**config.mk**
```make
export PLATFORM = sky130hd
export DESIGN_NAME = shift_tx_driver
export DESIGN_NICKNAME = d
export VERILOG_FILES = /design/src/rtl/shift_tx_driver.sv
export SDC_FILE = /design/constraint.sdc
export NUM_CORES = 1
export LEC_CHECK = 0
export ABC_CLOCK_PERIOD_IN_PS = 2100
export BUFFER_PORTS_ARGS = -buffer_cell sky130_fd_sc_hd__buf_2
export CORE_MARGIN = 3
export CORE_UTILIZATION = 52
export CTS_BUF_LIST = sky130_fd_sc_hd__clkbuf_8
export CTS_CLUSTER_DIAMETER = 60
export CTS_CLUSTER_SIZE = 30
export DETAILED_ROUTE_END_ITERATION = 10
export PLACE_DENSITY = 0.71
export SLEW_MARGIN = 10
export SYNTH_ARGS = -nofsm -noshare
export SYNTH_HDL_FRONTEND = slang
export SYNTH_SLANG_ARGS = --single-unit
```
**constraint.sdc**
```tcl
create_clock -name clk -period 2.1 [get_ports clk]
set_clock_uncertainty 0.15 [all_clocks]
set_input_delay 0.42 -clock clk [delete_from_list [all_inputs] [get_ports clk]]
set_output_delay 0.42 -clock clk [all_outputs]
set_load 0.01 [all_outputs]
```
**src/rtl/shift_tx_driver.sv**
```systemverilog
// Parallel-to-serial driver for a SIPO shift stage: MSB-first sdata with generated sclk and cpy strobe.
// Optional SHIFT_TX_DRIVER_DONE_EN adds a one-cycle done pulse after each completed frame.
module shift_tx_driver #(
  parameter int WIDTH   = 8,
  parameter int CLK_DIV = 4
) (
  input  logic             clk,
  input  logic             rst,
  input  logic [WIDTH-1:0] din,
  input  logic             din_valid,
  output logic             din_ready,
  output logic             sclk,
  output logic             sdata,
  output logic             cpy
`ifdef SHIFT_TX_DRIVER_DONE_EN
  ,
  output logic             done
`endif
);

  localparam int DIV_W = (CLK_DIV > 1) ? $clog2(CLK_DIV) : 1;
  localparam int BIT_W = $clog2(WIDTH);
  localparam logic [DIV_W-1:0] DIV_LAST = DIV_W'(CLK_DIV - 1);
  localparam logic [BIT_W-1:0] BIT_LAST = BIT_W'(WIDTH - 1);

  typedef enum logic [1:0] {IDLE, LO, HI, COPY} state_t;

  state_t           state_reg;
  // Holds only the bits not yet placed on sdata; the MSB goes straight out on accept.
  logic [WIDTH-2:0] shreg_reg;
  logic [BIT_W-1:0] bitcnt_reg;
  logic [DIV_W-1:0] div_reg;
  logic             div_end;

  assign div_end   = (div_reg == DIV_LAST);
  assign din_ready = (state_reg == IDLE);

  always_ff @(posedge clk or posedge rst) begin
    if (rst) begin
      state_reg  <= IDLE;
      shreg_reg  <= '0;
      bitcnt_reg <= '0;
      div_reg    <= '0;
      sclk       <= 1'b0;
      sdata      <= 1'b0;
      cpy        <= 1'b0;
`ifdef SHIFT_TX_DRIVER_DONE_EN
      done       <= 1'b0;
`endif
    end else begin
`ifdef SHIFT_TX_DRIVER_DONE_EN
      done <= 1'b0;
`endif
      case (state_reg)
        IDLE: begin
          sclk <= 1'b0;
          cpy  <= 1'b0;
          if (din_valid) begin
            shreg_reg  <= din[WIDTH-2:0];
            sdata      <= din[WIDTH-1];
            bitcnt_reg <= '0;
            div_reg    <= '0;
            state_reg  <= LO;
          end
        end
        LO: begin
          if (div_end) begin
            sclk      <= 1'b1;
            div_reg   <= '0;
            state_reg <= HI;
          end else begin
            div_reg <= div_reg + 1'b1;
          end
        end
        HI: begin
          if (div_end) begin
            sclk    <= 1'b0;
            div_reg <= '0;
            // sdata only moves on the falling sclk edge, giving a full half-period of setup and hold.
            if (bitcnt_reg != BIT_LAST) begin
              sdata      <= shreg_reg[WIDTH-2];
              shreg_reg  <= shreg_reg << 1;
              bitcnt_reg <= bitcnt_reg + 1'b1;
              state_reg  <= LO;
            end else begin
              cpy       <= 1'b1;
              state_reg <= COPY;
            end
          end else begin
            div_reg <= div_reg + 1'b1;
          end
        end
        COPY: begin
          if (div_end) begin
            cpy       <= 1'b0;
            sdata     <= 1'b0;
            div_reg   <= '0;
            state_reg <= IDLE;
`ifdef SHIFT_TX_DRIVER_DONE_EN
            done      <= 1'b1;
`endif
          end else begin
            div_reg <= div_reg + 1'b1;
          end
        end
        default: state_reg <= IDLE;
      endcase
    end
  end

endmodule

```
Yosys cells after proc, flatten, opt, wreduce, memory -nomap -nowiden
Cells that the tools add are included.
{"block": "word_totals", "wordCells": 57, "out_inout_bits": 4, "inputBits": 11, "reg_bits": 17}
{"block": "op_classes", "mux": 27, "add_sub_neg": 2, "n_eq_ne": 11, "reduce_logical": 10}
{"operator": "2-to-1 mux 7 bit", "n": 3}
{"operator": "2-to-1 mux 2 bit", "n": 7}
{"operator": "case mux 7 bit (2 select lines)", "n": 1}
{"operator": "inequality test 2 bit (second input constant)", "n": 6}
{"operator": "AND reduction 4 bit", "n": 3}
{"operator": "2-to-1 mux 3 bit", "n": 3}
{"operator": "case mux 1 bit (3 select lines)", "n": 3}
{"operator": "case mux 2 bit (4 select lines)", "n": 1}
{"operator": "2-to-1 mux 1 bit", "n": 7}
{"operator": "== test 2 bit (second input constant)", "n": 3}
{"operator": "case mux 3 bit (2 select lines)", "n": 1}
{"operator": "nonzero test 3 bit", "n": 2}
{"operator": "AND reduction 5 bit", "n": 1}
{"operator": "case mux 2 bit (2 select lines)", "n": 1}
{"operator": "adder 3 x 1 -> 3 bit (second input constant)", "n": 1}
{"operator": "inequality test 3 bit (second input constant)", "n": 1}
{"operator": "AND reduction 3 bit", "n": 1}
{"operator": "OR reduction 3 bit", "n": 1}
{"operator": "adder 2 x 1 -> 2 bit (second input constant)", "n": 1}
{"operator": "== test 2 x 1 -> 1 bit (second input constant)", "n": 1}
{"operator": "zero test 2 bit", "n": 1}
{"operator": "nonzero test 2 bit", "n": 1}

Longest topological paths before layout
{"block": "logic_depth", "ltp_word": 4, "ltp_mapped": 6, "mapped_depth_nobuf": 5}

Least setup slack after synthesis
No wires, ideal clock.
{"block": "synth_path", "kind": "register to register", "startpoint": "register bitcnt_reg[0]", "endpoint": "register bitcnt_reg[0]", "setup_time_ps": 125, "path_stages_with_launch": 7, "required_time_ps": 1825, "synth_period_minus_slack_ps": 1727, "path_buffers": 1, "slack_ps": 373, "t_arrival_ps": 1452, "cell_sequence": "dfrtp_1 -> ha_1 -> ha_1 -> nor2_1 -> a32o_1 -> buf_6 -> mux2_4"}
{"block": "synth_between", "elab_chain_len": 4, "elab_cells_between_ends": 7, "cone_classes": "add/sub: 1; eq/ne: 2; mux: 3; reduce/logical: 1"}
{"item": "start, declared", "line": "31", "source": "logic [BIT_W-1:0] bitcnt_reg;"}
{"item": "start signal, assigned", "line": "83", "source": "bitcnt_reg <= bitcnt_reg + 1'b1;"}
{"item": "adder 3 x 1 -> 3 bit", "line": "83"}
{"item": "2-to-1 mux 3 bit", "line": "80", "source": "if (bitcnt_reg != BIT_LAST) begin"}
{"item": "2-to-1 mux 3 bit", "line": "76", "source": "if (div_end) begin"}
{"item": "case mux 3 bit (2 select lines)", "line": "54", "source": "case (state_reg)"}
Several ways; a longest one is shown, not always the timed one. The select of a mux whose other input is x is not followed.
A chain may end at the register's enable or synchronous reset.

Final worst setup path
{"block": "layout_path", "startpoint": "register bitcnt_reg[0]", "endpoint": "register shreg_reg[6]"}
{"block": "layout_between", "elab_chain_len": 3}
{"item": "inequality test 3 bit", "line": "80"}
{"item": "inequality test 2 bit (no source line)"}
{"item": "AND reduction 4 bit (no source line)"}
{"item": "end signal, assigned", "line": "59", "source": "shreg_reg <= din[WIDTH-2:0];"}
{"item": "end signal, assigned", "line": "82", "source": "shreg_reg <= shreg_reg << 1;"}
{"item": "end, declared", "line": "30", "source": "logic [WIDTH-2:0] shreg_reg;"}
No other way between the ends.

==> impl_metrics.toml <==
[outcome]
run_status = "completed"

[worst_setup_path]
worst_path_most_repeated_cell = "ha_1"
timing.critical_path.slowest_stage_cell = "dfrtp_1"
critical_path_required_ns = 2.08
crit_end_element = "register"
critPathTopFamily = "flip-flops"
r2r.worst_path.cells = 6
setup.reg_to_reg.worst_slack_ns = 0.22
cp_cell_sequence = "ha_1, ha_1, nor2_1, a32o_1, buf_4, mux2_4"
crit_type = "reg2reg"
max_stage_delay_ns = 0.40
arrival_ns = 1.87
worstSetupPathDepth = 6
crit-reg2reg-capture = "shreg_reg[6]"
regToRegStartpoint = "bitcnt_reg[0]"
critPathMaxFanout = 10
worstSetupStartpointType = "register"
critical_path.n_buffers_inverters = 1

[synthesis]
synthArstFlopShare_pct = 100
yosys.cell_count.top_type = "dfrtp_1"
synth-main-ff-cell = "dfrtp_1"
netlist_instances = 76
cell_area_synth_um2 = 908
synth_top_cell_by_area = "dfrtp_1"
syn_avg_cell_area_um2 = 12.0
synth_fp_nets = 90
synth_enable_flop_cells = 0
synth_common_cells = "dfrtp_1, mux2_4, inv_1"
synth_area_leaders = "dfrtp_1, mux2_4, mux2_1, ha_1, mux2_2"
yosys_warnings = 0
synth.ff_latch_count = 17
synth.distinct_cells = 28
yosysTopAreaCellShare_pct = 46.8
seq_area_frac_synth_pct = 46.8

[floorplanning]
start_util_pct = 57.6
die_w_um = 47.8
die-area_um2 = 2280
die_y_um = 47.8
placeableCoreArea_um2 = 1580
boundaryPins = 15
rows = 14

[cts]
tritoncts_clock_tree = "done"
cts_max_path_buffers = 2
cts.hold.buffers_added = 0
clock_sinks = 17
cts_htree_levels = 1
ctsResizeCount = 0
clock_insertion_delay_worst_skew_ns = 0.25
cts_setup_buffers = 0
cts_inserted_buffers = 3
path_clk_slew_ns = 0.06
clk_root_buffer_cell = "clkbuf_8"

[sta]
achievable-frequency_mhz = 531
final_critical_path_setup_slack_ns = 0.215
fin_worst_hold_slack_ns = 0.0952
tightestPinTransition_ns = 0.644
unrepaired_setup_endpoints_after_global_routing = "false"
timing.setup.tns_ns = 0
setup_viol = 0
slew_headroom_pct = 57.0
report.final.hold_viol_count = 0
fin_crit_ns = 1.88
final_max_slew_viol_count = 0
finalCritPeriodShare_pct = 89.8

[detailed_routing]
detailroute.via_count = 601
finalWirelength_mm = 1.53
remaining_drc_errors = 0
post_drt_via_cell_ratio = 5.56
post_drt_wl_per_cell_um = 14.2
detail_route.first_pass.iterations = 4
postRouteAntennaNets = 0
detail_route.iter0.violations = 4

[power]
p_clk_share_pct = 17.3
irDropWorstVdd_v = 0.000731
p_int_mw = 0.903
power.static_leakage_nw = 0.495
power_density_over_the_cells_nw_per_um2 = 1320
power.switching_fraction_pct = 33.0
seq_power_share_pct = 43.1
combinationalPowerShare_pct = 39.6
total_switching_power_mw = 0.446

[global_routing]
maximum_number_of_pins_on_one_net_before_global_route_repair = 18
grt_antenna_before_repair = 0
grt_overflow_total = 0
groute.usage.overall_pct = 16.5
number_of_global_route_vias_before_repair = 633
grt_first_pass_wirelength_mm = 2.60

[finish]
nNetsFinal = 107
drive_gt1_share_pct = 33.7
fin_cells = 108
layout.area.seq_um2 = 425
finalInstanceArea_um2 = 1020
area_growth_pct = 12.8
multi_input_gate_area_in_the_final_layout_um2 = 427
nFillCells = 113
largest_register_ffs = 7
diode_insertion_count_for_antenna_repair = 0

[job]
maxCapViolations = 0

[worst_hold_path]
worst_hold_check_path_type = "in2async"

[placement]
place.detailed.hpwl_mm = 1.15
gp_routability_congestion = 0.690
portBuffers = 14
detailedPlace.worstSlack_ns = 0.239
place_inst = 104
placed_cell_area_um2 = 980
stage by stage:
stage / util, % / total power, mW
2_1_floorplan: - / 1.02
3_3_place_gp: 62.1 / 1.10
3_5_place_dp: 62.1 / 1.12
4_1_cts: 65.0 / 1.37
5_1_grt: 65.0 / 1.46
6_report: 65.0 / 1.35
power groups by stage:
| stage | Sequential, mW | Combinational (mW) | Clock, mW |
|---|---|---|---|
| 3_5_place_dp | 0.587 | 0.537 | 0 |
| 6_report | 0.582 | 0.534 | 0.233 |
| 5_1_grt | 0.607 | 0.596 | 0.259 |
| 2_1_floorplan | 0.545 | 0.476 | 0 |
| 3_3_place_gp | 0.583 | 0.521 | 0 |
| 4_1_cts | 0.582 | 0.541 | 0.242 |
area by class of cell:
type                    instances  area share [%]
clock inverters                 1           0.366
multi-input cells              49            41.6
well taps                      16            1.95
clock buffers                   3            4.03
flip-flops and latches         17            41.5
inverters                       6            2.20
repair buffers                 16            8.30
how the worst max path moves through the flow:
stage | start | endpoint | slack (ns)
after global placement | bitcnt_reg[0] | shreg_reg[6] | 0.30
after global routing | bitcnt_reg[0] | shreg_reg[6] | 0.15
final | bitcnt_reg[0] | shreg_reg[6] | 0.22
after detailed placement | bitcnt_reg[0] | shreg_reg[3] | 0.24
after floorplan | bitcnt_reg[0] | bitcnt_reg[0] | 0.37
after CTS | bitcnt_reg[0] | shreg_reg[3] | 0.21
logic make-up (layout without fill, tap and decap cells):
| group | Yosys count | in the layout | synth area share, % |
|---|---|---|---|
| mux | 16 | 16 | 22.5 |
| buf+inv | 10 | 26 | 6.20 |
| flops | 17 | 17 | 46.8 |
| simple gates | 18 | 18 | 11.7 |
| fa+ha+maj | 3 | 3 | 4.13 |
| compound gates | 12 | 12 | 8.68 |
cell usage in the layout (no fill, tap or decap), types with 3 or more instances in the layout:
master and n:
clkbuf_8 3, buf_2 14, mux2_1 4, mux2_2 3, a21oi_1 3, ha_1 3
nand3b_1 3, inv_1 7, dfrtp_1 17, nand2_1 5, mux2_4 7
routing by layer:
layer / GRT usage, % / vias to the layer above / routed length (um)
met3: 4.14 / 4 / 48
met4: 9.68 / 0 / 29
li1: - / 302 / -
met5: 0 / - / 0
met1: 20.7 / 283 / 734
met2: 25.6 / 12 / 718
Note: power is estimated with default switching activity, not from simulation.
